### src/rtl/sa_pkg.sv
// Shared definitions for the systolic-array operand feeder.
//   SA_N           array dimension (rows = cols = reduction depth)
//   SA_DW          operand width (unsigned)
//   operand_t      one operand
//   feeder_state_t feeder sequencing states
package sa_pkg;

  localparam int SA_N  = 8;
  localparam int SA_DW = 8;

  typedef logic [SA_DW-1:0] operand_t;

  typedef enum logic [1:0] {
    IDLE   = 2'd0,
    STREAM = 2'd1,
    DRAIN  = 2'd2,
    DONE   = 2'd3
  } feeder_state_t;

endpackage

### src/rtl/sa_feeder_if.sv
// Tile-loader write bus into the feeder.
//   in_valid  loader write strobe
//   in_ready  feeder accepts a write this cycle
//   in_sel    0 = A row write, 1 = B column write
//   in_idx    A row index i / B column index j
//   in_data   A[i][0..N-1] or B[0..N-1][j], element k in in_data[k]
// master = loader side, slave = feeder side.
interface sa_feeder_if #(
  parameter int N  = sa_pkg::SA_N,
  parameter int DW = sa_pkg::SA_DW
);

  logic                  in_valid;
  logic                  in_ready;
  logic                  in_sel;
  logic [$clog2(N)-1:0]  in_idx;
  logic [N-1:0][DW-1:0]  in_data;

  modport master (
    output in_valid, in_sel, in_idx, in_data,
    input  in_ready
  );

  modport slave (
    input  in_valid, in_sel, in_idx, in_data,
    output in_ready
  );

endinterface

### src/rtl/sa_skew_lane.sv
// One skewed operand lane. Lane L emits buffer entry s-L while the
// stream counter s puts that entry inside the lane's window, else 0.
// The output is registered, so beat s shows up one cycle after s.
//   clk, rst   clock, asynchronous active-low reset
//   active     feeder is in its streaming phase
//   s          stream beat counter
//   lane_buf   the lane's N buffered operands
//   lane_out   registered operand for this lane
module sa_skew_lane #(
  parameter int N  = 8,
  parameter int DW = 8,
  parameter int CW = 5,
  parameter int L  = 0
) (
  input  logic                 clk,
  input  logic                 rst,
  input  logic                 active,
  input  logic [CW-1:0]        s,
  input  logic [N-1:0][DW-1:0] lane_buf,
  output logic [DW-1:0]        lane_out
);

  localparam int IW = $clog2(N);

  // One extra bit so s < L shows up as a negative (MSB set) offset.
  logic [CW:0]   diff_s;
  logic [DW-1:0] pick_s;

  // Select the in-window buffer entry for the current beat.
  always_comb begin
    diff_s = {1'b0, s} - (CW+1)'(L);
    pick_s = {DW{1'b0}};
    if (active && !diff_s[CW] && (diff_s[CW-1:0] < CW'(N))) begin
      pick_s = lane_buf[diff_s[IW-1:0]];
    end else begin
      pick_s = {DW{1'b0}};
    end
  end

  // Register the lane output.
  always_ff @(posedge clk or negedge rst) begin
    if (!rst) begin
      lane_out <= {DW{1'b0}};
    end else begin
      lane_out <= pick_s;
    end
  end

endmodule

### src/rtl/sa_feeder.sv
// Transmit side of the systolic-array operand interface.
// Buffers one NxN A tile (by rows) and one NxN B tile (by columns),
// streams them diagonally skewed on start, waits out the array
// fill/drain latency and pulses done when every result is final.
//   clk, rst   clock, asynchronous active-low reset
//   wr         tile-loader write bus (slave side)
//   start      begin streaming the buffered tiles (level, IDLE only)
//   busy       high from accepted start until done
//   done       one-cycle pulse: array results final
//   a_out      to sa.a[i], skewed row stream
//   b_out      to sa.b[j], skewed column stream
module sa_feeder import sa_pkg::*; #(
  parameter int N      = SA_N,
  parameter int DW     = SA_DW,
  parameter int PE_LAT = 1
) (
  input  logic                 clk,
  input  logic                 rst,
  sa_feeder_if.slave           wr,
  input  logic                 start,
  output logic                 busy,
  output logic                 done,
  output logic [N-1:0][DW-1:0] a_out,
  output logic [N-1:0][DW-1:0] b_out
);

  localparam int CW = $clog2(3*N);
  localparam logic [CW-1:0] STREAM_LAST = CW'(2*N-2);
  localparam logic [CW-1:0] DRAIN_LAST  = CW'(N-2+PE_LAT);

  feeder_state_t        state_r;
  logic [CW-1:0]        cnt_r;
  logic                 ready_r;
  logic                 busy_r;
  logic                 done_r;
  logic                 wr_en_s;
  logic                 stream_s;

  // a_buf_r[i][k] = A[i][k]; b_buf_r[j][k] = B[k][j]. Storing B by
  // column makes both lane types index their slice with s-lane.
  logic [N-1:0][DW-1:0] a_buf_r [N];
  logic [N-1:0][DW-1:0] b_buf_r [N];

  // ready_r is only ever high in IDLE, so it alone qualifies writes.
  assign wr_en_s     = wr.in_valid & ready_r;
  assign stream_s    = (state_r == STREAM);
  assign wr.in_ready = ready_r;
  assign busy        = busy_r;
  assign done        = done_r;

  // Tile buffers: one full row/column per accepted write.
  always_ff @(posedge clk or negedge rst) begin
    if (!rst) begin
      for (int i = 0; i < N; i++) begin
        a_buf_r[i] <= '0;
        b_buf_r[i] <= '0;
      end
    end else if (wr_en_s) begin
      if (wr.in_sel == 1'b0) begin
        a_buf_r[wr.in_idx] <= wr.in_data;
      end else begin
        b_buf_r[wr.in_idx] <= wr.in_data;
      end
    end else begin
      for (int i = 0; i < N; i++) begin
        a_buf_r[i] <= a_buf_r[i];
        b_buf_r[i] <= b_buf_r[i];
      end
    end
  end

  // Sequencer: IDLE -> STREAM -> DRAIN -> DONE -> IDLE, with
  // registered handshake/status outputs. done is raised on leaving
  // DONE so it lines up with the registered operand lanes.
  always_ff @(posedge clk or negedge rst) begin
    if (!rst) begin
      state_r <= IDLE;
      cnt_r   <= {CW{1'b0}};
      ready_r <= 1'b0;
      busy_r  <= 1'b0;
      done_r  <= 1'b0;
    end else begin
      case (state_r)
        IDLE: begin
          done_r <= 1'b0;
          cnt_r  <= {CW{1'b0}};
          if (start) begin
            state_r <= STREAM;
            ready_r <= 1'b0;
            busy_r  <= 1'b1;
          end else begin
            state_r <= IDLE;
            ready_r <= 1'b1;
            busy_r  <= 1'b0;
          end
        end
        STREAM: begin
          done_r <= 1'b0;
          if (cnt_r == STREAM_LAST) begin
            state_r <= DRAIN;
            cnt_r   <= {CW{1'b0}};
          end else begin
            cnt_r <= cnt_r + CW'(1);
          end
        end
        DRAIN: begin
          done_r <= 1'b0;
          if (cnt_r == DRAIN_LAST) begin
            state_r <= DONE;
            cnt_r   <= {CW{1'b0}};
          end else begin
            cnt_r <= cnt_r + CW'(1);
          end
        end
        DONE: begin
          state_r <= IDLE;
          cnt_r   <= {CW{1'b0}};
          ready_r <= 1'b1;
          busy_r  <= 1'b0;
          done_r  <= 1'b1;
        end
        default: begin
          state_r <= IDLE;
          cnt_r   <= {CW{1'b0}};
          ready_r <= 1'b0;
          busy_r  <= 1'b0;
          done_r  <= 1'b0;
        end
      endcase
    end
  end

  // N row lanes for A and N column lanes for B, lane g skewed by g beats.
  for (genvar g = 0; g < N; g++) begin : g_lane
    sa_skew_lane #(.N(N), .DW(DW), .CW(CW), .L(g)) u_a_lane (
      .clk      (clk),
      .rst      (rst),
      .active   (stream_s),
      .s        (cnt_r),
      .lane_buf (a_buf_r[g]),
      .lane_out (a_out[g])
    );
    sa_skew_lane #(.N(N), .DW(DW), .CW(CW), .L(g)) u_b_lane (
      .clk      (clk),
      .rst      (rst),
      .active   (stream_s),
      .s        (cnt_r),
      .lane_buf (b_buf_r[g]),
      .lane_out (b_out[g])
    );
  end

endmodule
### src/flat_wrapper.sv
// flat-port wrapper written by rule: the top's interface ports become plain ports
module sa_feeder_flat import sa_pkg::*;
#(
  parameter int N      = SA_N,
  parameter int DW     = SA_DW,
  parameter int PE_LAT = 1
)
  (clk, rst, start, busy, done, a_out, b_out, wr_in_valid, wr_in_sel, wr_in_idx, wr_in_data, wr_in_ready);
  sa_feeder_if #(.N(N), .DW(DW)) wr_i ();
  input  logic clk;
  input  logic rst;
  input  logic start;
  output logic busy;
  output logic done;
  output logic [N-1:0][DW-1:0] a_out;
  output logic [N-1:0][DW-1:0] b_out;
  input wire logic [$bits(wr_i.in_valid)-1:0] wr_in_valid;
  input wire logic [$bits(wr_i.in_sel)-1:0] wr_in_sel;
  input wire logic [$bits(wr_i.in_idx)-1:0] wr_in_idx;
  input wire logic [$bits(wr_i.in_data)-1:0] wr_in_data;
  output wire logic [$bits(wr_i.in_ready)-1:0] wr_in_ready;
  assign wr_i.in_valid = wr_in_valid;
  assign wr_i.in_sel = wr_in_sel;
  assign wr_i.in_idx = wr_in_idx;
  assign wr_i.in_data = wr_in_data;
  assign wr_in_ready = wr_i.in_ready;
  sa_feeder #(.N(N), .DW(DW), .PE_LAT(PE_LAT)) u_core (.clk(clk), .rst(rst), .wr(wr_i), .start(start), .busy(busy), .done(done), .a_out(a_out), .b_out(b_out));
endmodule
### config.mk
export PLATFORM = sky130hd
export DESIGN_NAME = sa_feeder_flat
export DESIGN_NICKNAME = d
export VERILOG_FILES = /design/src/rtl/sa_pkg.sv /design/src/rtl/sa_feeder_if.sv /design/src/rtl/sa_skew_lane.sv /design/src/rtl/sa_feeder.sv /design/src/flat_wrapper.sv
export SDC_FILE = /design/constraint.sdc
export NUM_CORES = 2
export LEC_CHECK = 0
export BUFFER_PORTS_ARGS = -buffer_cell sky130_fd_sc_hd__clkbuf_2
export CAP_MARGIN = 0
export CORE_UTILIZATION = 50
export DETAILED_ROUTE_END_ITERATION = 8
export PLACE_DENSITY = 0.69
export SYNTH_ARGS = -nofsm -noshare
export SYNTH_HDL_FRONTEND = slang
export SYNTH_SLANG_ARGS = --single-unit
### constraint.sdc
create_clock -name clk -period 2.6 [get_ports clk]
set_input_delay 0.52 -clock clk [delete_from_list [all_inputs] [get_ports clk]]
set_output_delay 0.52 -clock clk [all_outputs]
set_load 0.01 [all_outputs]
==> impl_metrics.tcl <==
set metrics [dict create \
    synth.avg_cell_area_um2 16.32 \
    async_flop_share 1.000 \
    dp_hpwl_mm 91.90 \
    cts_tree "done" \
    wl_per_cell_um 30.57 \
    post-route-min-period_ps 2504 \
    busiest_layer "met2" \
    pre_cts_slack_ps -164.3 \
    critPathCaptureType "register" \
    clock.fmax_ghz 0.3993 \
    core_area_um2 100000 \
    synth_most_common_cell "dfrtp_1" \
    maxCapViolCount 0 \
    wl_mm 143.6 \
    cts_inserted_buffers 119 \
    dp_cells 4483 \
    synth_top_cell_area_share 0.5766 \
    synth_cells 3090 \
    p_leak_nw 25.90 \
    dr.pass1.iters 5 \
    ys_top_cells_by_count "dfrtp_1, mux2_2, mux4_2" \
    path_max_fanout 32 \
    port_buffers 202 \
    worstMarginPinSlew_ps 889.0 \
    ys_ff_latch 1162 \
    setup_viol 0 \
    clockRootBuffer "clkbuf_16" \
    nNetsFinal 3396 \
    timing.final.ws_setup_ps 95.69 \
    synthDistinctLibCells 39 \
    start_kind "register" \
    yosysTopAreaCell "dfrtp_1" \
    vias 29489 \
    status "finished, final reports clean" \
    cp.required_ps 3150 \
    grt_antenna_before_repair 6 \
    clk_pin_slew_worst_paths_ps 60 \
    post-cts-setup-buffers 0 \
    worstSetupPathType "register to register" \
    area_growth_syn_to_layout_pct 14.80 \
    synth_edf_count 0 \
    row_count 116 \
    rsz0062_at_grt "no" \
    syn_area_um2 50430 \
    whs_ps 225.5 \
    finalHoldViolations 0 \
    synth_fp_nets 3179 \
    ant_nets 0 \
    p_per_area_nw_per_um2 1073 \
    design_power_total_mw 62.14 \
    cts_buffer_depth 3 \
    die_area_um2 102100 \
    grt_overflow 0 \
    met3_usage 0.05249 \
    cp.arrival_ps 3060 \
    drc 0 \
    grt_max_degree 107 \
    relSlewSlack 0.4073 \
    final_cells 4699 \
    ios 203 \
    yosysWarnings 0 \
    slew_violations 0 \
    synth_area_leaders "dfrtp_1, mux2_2, mux4_2, mux2i_1, buf_2" \
    htree_num_levels 3 \
    drive_above_1_share 0.5487 \
    fin_util 0.5789 \
    initial_core_util 0.5043 \
    grtUsageTotal 0.2878 \
    gp_congestion 0.8353 \
    avgViaCountPerCell 6.276 \
    chipHeight_um 319.6 \
    ys_seq_area_frac 0.5766 \
    met2_usage 0.4669 \
    clock-skew-final_ps 22.83 \
    grt_pass1_wl_mm 216.3 \
    use_met1 0.3935 \
    drt_iter0_markers 2298 \
    first_global_vias 31948 \
    cts.sinks 1162 \
    ys.flop_type "dfrtp_1" \
    power.ir.vdd_worst_v 0.0005987 \
    min_path_type "input pin to register" \
    timing.final.crit_share 0.9632 \
    die_w_um 319.6 \
    insertion_delay_ps 710 \
]
## stage by stage
step                      cell area [µm²]  TNS (ps)
after floorplan                     50440    -429.7
after global placement              53900    -209.2
after detailed placement            53900    -169.0
after CTS                           57870         0
after global routing                57880         0
final                               57890         0
## cells by family (layout without fill, tap and decap cells)
family	count (synthesis)	count (layout)	synth area share
buffers and inverters	278	585	0.02422
xor gates and xnor gates	9	9	0.001563
other	0	4	0
adders and majority gates	17	17	0.004218
muxes	1395	1395	0.3659
AOI/OAI and AO/OA	94	94	0.01387
and+or+nand+nor	135	135	0.01365
DFF	1162	1162	0.5766
## state kept, by name, indices dropped and copies added, names as in the netlist
signal                           flops
u_core.done                          1
u_core.state_r                       2
u_core.g_lane.u_a_lane.lane_out     64
u_core.b_buf_r                     512
u_core.busy                          1
u_core.g_lane.u_b_lane.lane_out     64
u_core.a_buf_r                     512
u_core.cnt_r                         5
u_core.wr.in_ready                   1
## area by class of cell
cell class / count / area (µm²)
fill: 7499 / 42110
sequential: 1162 / 29090
multi-input combinational: 1650 / 20320
clock buffer: 180 / 3632
timing repair buffer: 364 / 2865
tap: 1298 / 1624
clock inverter: 31 / 314.1
inverter: 10 / 38.79
antenna: 4 / 10.01
## per-layer routing
| metal | vias up | routed length (µm) |
|---|---|---|
| li1 | 11921 | - |
| met1 | 16316 | 59900 |
| met2 | 986 | 70490 |
| met3 | 266 | 8946 |
| met4 | 0 | 4302 |
| met5 | - | 0 |
## worst max-delay path, cell delays in order, from the launching register on
cell	delay, ps
dfrtp_4	450
buf_4	440
buf_4	570
mux4_2	380
mux2i_1	320
a211oi_1	120
## cell usage in the layout (no fill, tap or decap), types with 19 or more instances in the layout
master	synthesis	layout
clkbuf_16	0	123
buf_4	4	111
a21oi_1	20	19
a211oi_1	32	32
mux4_2	256	256
mux2i_1	114	114
clkbuf_2	0	201
buf_12	0	50
nand2_1	41	40
dfrtp_1	1162	1160
clkbuf_8	0	34
clkbuf_1	127	23
mux2_2	1025	1025
nor3_1	36	36
## final timing paths
path	start	end	slack, ps	cells after the start
worst max-delay path	u_core.cnt_r[1]	u_core.g_lane[6].u_b_lane.lane_out[5]	100	5
worst max register to register	u_core.cnt_r[1]	u_core.g_lane[6].u_b_lane.lane_out[5]	100	5
worst min-delay path	start	u_core.state_r[0]	230	3
max in group asynchronous	rst	u_core.a_buf_r[110]	1190	3
worst min register to register	u_core.busy	u_core.busy	490	1
min in group asynchronous	rst	u_core.b_buf_r[111]	350	2
## where the power goes
group	total [mW]	switching (mW)	leakage [nW]	internal [mW]
registers	26.1	2.78	14.9	23.3
clock network	17.1	7.10	1.95	10.0
logic	18.9	8.53	9.06	10.3
## repair_timing
| action | 4_1_cts | 5_1_grt |
|---|---|---|
| gates resized for setup | 2 | 2 |
| hold buffers | 1 | 0 |
| endpoints found under the hold margin | 33 | 0 |
| setup endpoints to repair | 2 | 2 |
| pin swaps | 0 | 0 |
No activity file was read; power rests on OpenSTA's default activity.
